### src/rtl/sobel_pkg.sv
// sobel_pkg: shared widths, saturation limit and per-pixel position tag for the Sobel edge combiner.
package sobel_pkg;
    localparam int GRAD_W_DEF = 10;
    localparam int MAG_W_DEF = 8;
    localparam int MAG_MAX = (1 << MAG_W_DEF) - 1;
    typedef struct packed {
        logic sol;
        logic eol;
        logic sof;
        logic eof;
    } pix_tag_t;
endpackage

### src/rtl/sobel_mag_sat.sv
// sobel_mag_sat: gradient sum -> quarter-scale magnitude, saturated to MAG_W bits, compared against a threshold.
module sobel_mag_sat #(
    parameter int GRAD_W = 10,
    parameter int MAG_W = 8
) (
    input  logic [GRAD_W:0]  sum,
    input  logic [MAG_W-1:0] thr,
    output logic [MAG_W-1:0] mag,
    output logic             edge_hit
);
    localparam logic [GRAD_W:0] SAT = (GRAD_W+1)'((1 << MAG_W) - 1);
    logic [GRAD_W:0] sh;
    assign sh = sum >> 2;
    assign mag = (sh > SAT) ? '1 : sh[MAG_W-1:0];
    assign edge_hit = mag >= thr;
endmodule

### src/rtl/sobel_edge_combiner.sv
// sobel_edge_combiner: two-stage valid/ready pipeline turning |Gx|,|Gy| into a saturated magnitude,
// a thresholded edge flag and line/frame position tags.
module sobel_edge_combiner
    import sobel_pkg::*;
#(
    parameter int IMG_WIDTH = 640,
    parameter int IMG_HEIGHT = 480,
    parameter int GRAD_W = GRAD_W_DEF,
    parameter int MAG_W = MAG_W_DEF
) (
    input  logic              clk,
    input  logic              rst_n,
    input  logic              in_valid,
    output logic              in_ready,
    input  logic [GRAD_W-1:0] sobel_x_in,
    input  logic [GRAD_W-1:0] sobel_y_in,
    input  logic [MAG_W-1:0]  threshold,
    output logic              out_valid,
    input  logic              out_ready,
    output logic [MAG_W-1:0]  mag_out,
    output logic              edge_out,
    output logic              out_sol,
    output logic              out_eol,
    output logic              out_sof,
    output logic              out_eof,
    output logic              frame_done
);
    localparam int CW = $clog2(IMG_WIDTH);
    localparam int RW = $clog2(IMG_HEIGHT);
    logic [CW-1:0] col;
    logic [RW-1:0] row;
    logic [MAG_W-1:0] thr_q, mag_d;
    logic [GRAD_W:0] s1_sum;
    logic s1_v, s2_v, s1_adv, s2_adv, accept, last_col, last_row, first_px, edge_d;
    pix_tag_t s1_tag, s2_tag;

    assign s2_adv = !s2_v || out_ready;
    assign s1_adv = !s1_v || s2_adv;
    assign in_ready = s1_adv;
    assign accept = in_valid && in_ready;
    assign last_col = col == CW'(IMG_WIDTH - 1);
    assign last_row = row == RW'(IMG_HEIGHT - 1);
    assign first_px = col == '0 && row == '0;
    assign out_valid = s2_v;
    assign out_sol = s2_tag.sol;
    assign out_eol = s2_tag.eol;
    assign out_sof = s2_tag.sof;
    assign out_eof = s2_tag.eof;

    // thr_q is already updated by the time pixel (0,0) moves into S2, so it sees its own frame's threshold
    sobel_mag_sat #(.GRAD_W(GRAD_W), .MAG_W(MAG_W)) u_sat (
        .sum(s1_sum),
        .thr(thr_q),
        .mag(mag_d),
        .edge_hit(edge_d)
    );

    always_ff @(posedge clk or negedge rst_n) begin
        if (!rst_n) begin
            col <= '0;
            row <= '0;
            thr_q <= '0;
            s1_v <= 1'b0;
            s2_v <= 1'b0;
            s1_sum <= '0;
            s1_tag <= '0;
            s2_tag <= '0;
            mag_out <= '0;
            edge_out <= 1'b0;
            frame_done <= 1'b0;
        end else begin
            if (accept) begin
                s1_sum <= (GRAD_W+1)'(sobel_x_in) + (GRAD_W+1)'(sobel_y_in);
                s1_tag <= '{sol: col == '0, eol: last_col, sof: first_px, eof: last_col && last_row};
                col <= last_col ? '0 : col + 1'b1;
                if (last_col) row <= last_row ? '0 : row + 1'b1;
                if (first_px) thr_q <= threshold;
            end
            if (s1_adv) s1_v <= in_valid;
            if (s2_adv) begin
                s2_v <= s1_v;
                if (s1_v) begin
                    mag_out <= mag_d;
                    edge_out <= edge_d;
                    s2_tag <= s1_tag;
                end
            end
            frame_done <= s2_v && out_ready && s2_tag.eof;
        end
    end
endmodule

### config.mk
export PLATFORM = sky130hd
export DESIGN_NAME = sobel_edge_combiner
export DESIGN_NICKNAME = d
export VERILOG_FILES = /design/src/rtl/sobel_pkg.sv /design/src/rtl/sobel_mag_sat.sv /design/src/rtl/sobel_edge_combiner.sv
export SDC_FILE = /design/constraint.sdc
export NUM_CORES = 1
export LEC_CHECK = 0
export CAP_MARGIN = 10
export CORE_MARGIN = 2
export CORE_UTILIZATION = 54
export DETAILED_ROUTE_END_ITERATION = 7
export PLACE_DENSITY = 0.89
export SLEW_MARGIN = 20
export SYNTH_ARGS = -nofsm -noshare
export SYNTH_HDL_FRONTEND = slang
export SYNTH_HIERARCHICAL = 1
export SYNTH_SLANG_ARGS = --single-unit
### constraint.sdc
create_clock -name clk -period 2.6 [get_ports clk]
set_clock_uncertainty 0.1 [all_clocks]
set_input_delay 0.52 -clock clk [delete_from_list [all_inputs] [get_ports clk]]
set_output_delay 0.52 -clock clk [all_outputs]
set_load 0.02 [all_outputs]
==> metrics <==
LEAKAGE=1.71 nW; PwrDens=629 nW/µm²; max_cap viols=0; commonest non-fill, non-tap cell in the layout=dfrtp_1; Final Cell Area=3770 µm²; GRT Resource Usage Total=21.7%; Syn Area/Cell=10.6 µm²; CTS tree=done; clock tree buffer depth=2; placed inst area=3680 µm²; vias in the first global route=2324; Buffers on Ports=47; htree depth=2; Antenna Diode Count=0; # DRC=0; initial core utilization=55.9%; largest net degree at the start of global routing=32; pin slew with the least headroom to its limit=0.573 ns; Post-DRT Antenna Nets=0; worst hold slack=0.0943 ns; min cycle time layout=2.50 ns; core box area=5510 µm²; Inserted Clock Buffers=5; Final Wtd Congestion=0.837; number of top-level pins=48; Avg WL per Cell=15.3 µm; hold_buf cts=0; CTS root buffer=clkbuf_8; WS Path Type=in2out; Yosys warning count=6; first-pass GRT wire length=10700 µm; HP Class=in2async; Startpoint Class=primary input; Slew headroom=61.8%; DR vias/cell=5.69; die area=6320 µm²; post_cts resized=0; antenna violations before repair=0; Final nets=401; Fillers=395; DP Worst Slack=-0.113 ns; Die Ht=79.5 µm; final slew viol count=0; Final Hold Viols=0; Post-CTS Setup Bufs=0; outcome=finished clean; Remaining Overflow, GRT=0; DIE WIDTH=79.5 µm; worst path arrival time=1.88 ns; placed cell count=411; # rows=27; syn_nets=346; crit path max fanout=4; Tcrit/Tclk final=96.2%; Final setup viols=0; commonest cells after routing, fill and taps aside=56 x dfrtp_1, 46 x clkdlybuf4s50_1, 31 x nand2_1; WL final=6390 µm; final setup margin=0.0979 ns; Fmax=400 MHz; RSZ-0062 raised after global routing=no; Post-Layout Cell Count=418; area delta synth->final=22.6%; CP endpoint kind=output port; Syn Inst Count=291; Reg clk slew, reported paths=0.09 ns; mapped cell area=3080 µm²; DR pass1 iterations=4; dpl hpwl=4820 µm; Clock Latency Late Sink=0.31 ns; power consumption=0.00237 W; via count=2380; layout cells sized above 1=13.9%; clk sink count=56; Required @ worst endpoint=1.98 ns; Iter 0 DRT Violations=189; Worst IR Drop VDD=0.356 mV
==> layout make-up <==
type,count,area (µm²),area share (%)
multi-input combinational,209,1580,41.8
clock buffer,7,96.3,2.55
timing repair buffer,55,538,14.3
tap,72,90.1,2.39
sequential,56,1400,37.1
inverter,19,71.3,1.89
==> worst paths after layout <==
kind,startpoint,to,slack [ns],cells past startpoint
max,out_ready,in_ready,0.1,3
min,rst_n,row[5],0.09,1
max reg2reg,col[0],thr_q[3],0.44,7
min reg2reg,s1_sum[5],s1_sum[5],0.38,2
max in group asynchronous,rst_n,mag_out[2],1.75,2
min in group clk,s1_sum[5],s1_sum[5],0.38,2
==> flip-flops by register name, indices dropped and copies added (netlist names) <==
signal / flops
col: 10
edge_out: 1
frame_done: 1
mag_out: 8
out_eof: 1
out_eol: 1
out_sof: 1
out_sol: 1
out_valid: 1
row: 9
s1_sum: 9
s1_tag: 4
s1_v: 1
thr_q: 8
==> power breakdown <==
part / internal [W] / total, W / switching (W)
sequential: 0.00101 / 0.00113 / 0.000119
combinational: 0.000379 / 0.000742 / 0.000363
clock: 0.000238 / 0.000500 / 0.000263
total: 0.00163 / 0.00237 / 0.000744
==> critical path, cell delays in order <==
cell and delay (ns):
clkdlybuf4s50_1 0.48, nand3b_1 0.22, clkdlybuf4s50_1 0.66
==> metal layers <==
metal,wire (µm),global-route usage [%]
met1,2830,29.1
met2,3180,35.4
met3,262,3.96
met4,113,7.41
met5,0,0
==> metrics by stage <==
step / utilization [%] / setup TNS (ns)
final: 68.5 / 0
after global placement: 66.8 / 0
after floorplan: - / 0
after detailed placement: 66.8 / -0.165
after global routing: 68.5 / 0
after CTS: 68.5 / 0
Power figures use the tool's default switching activity.
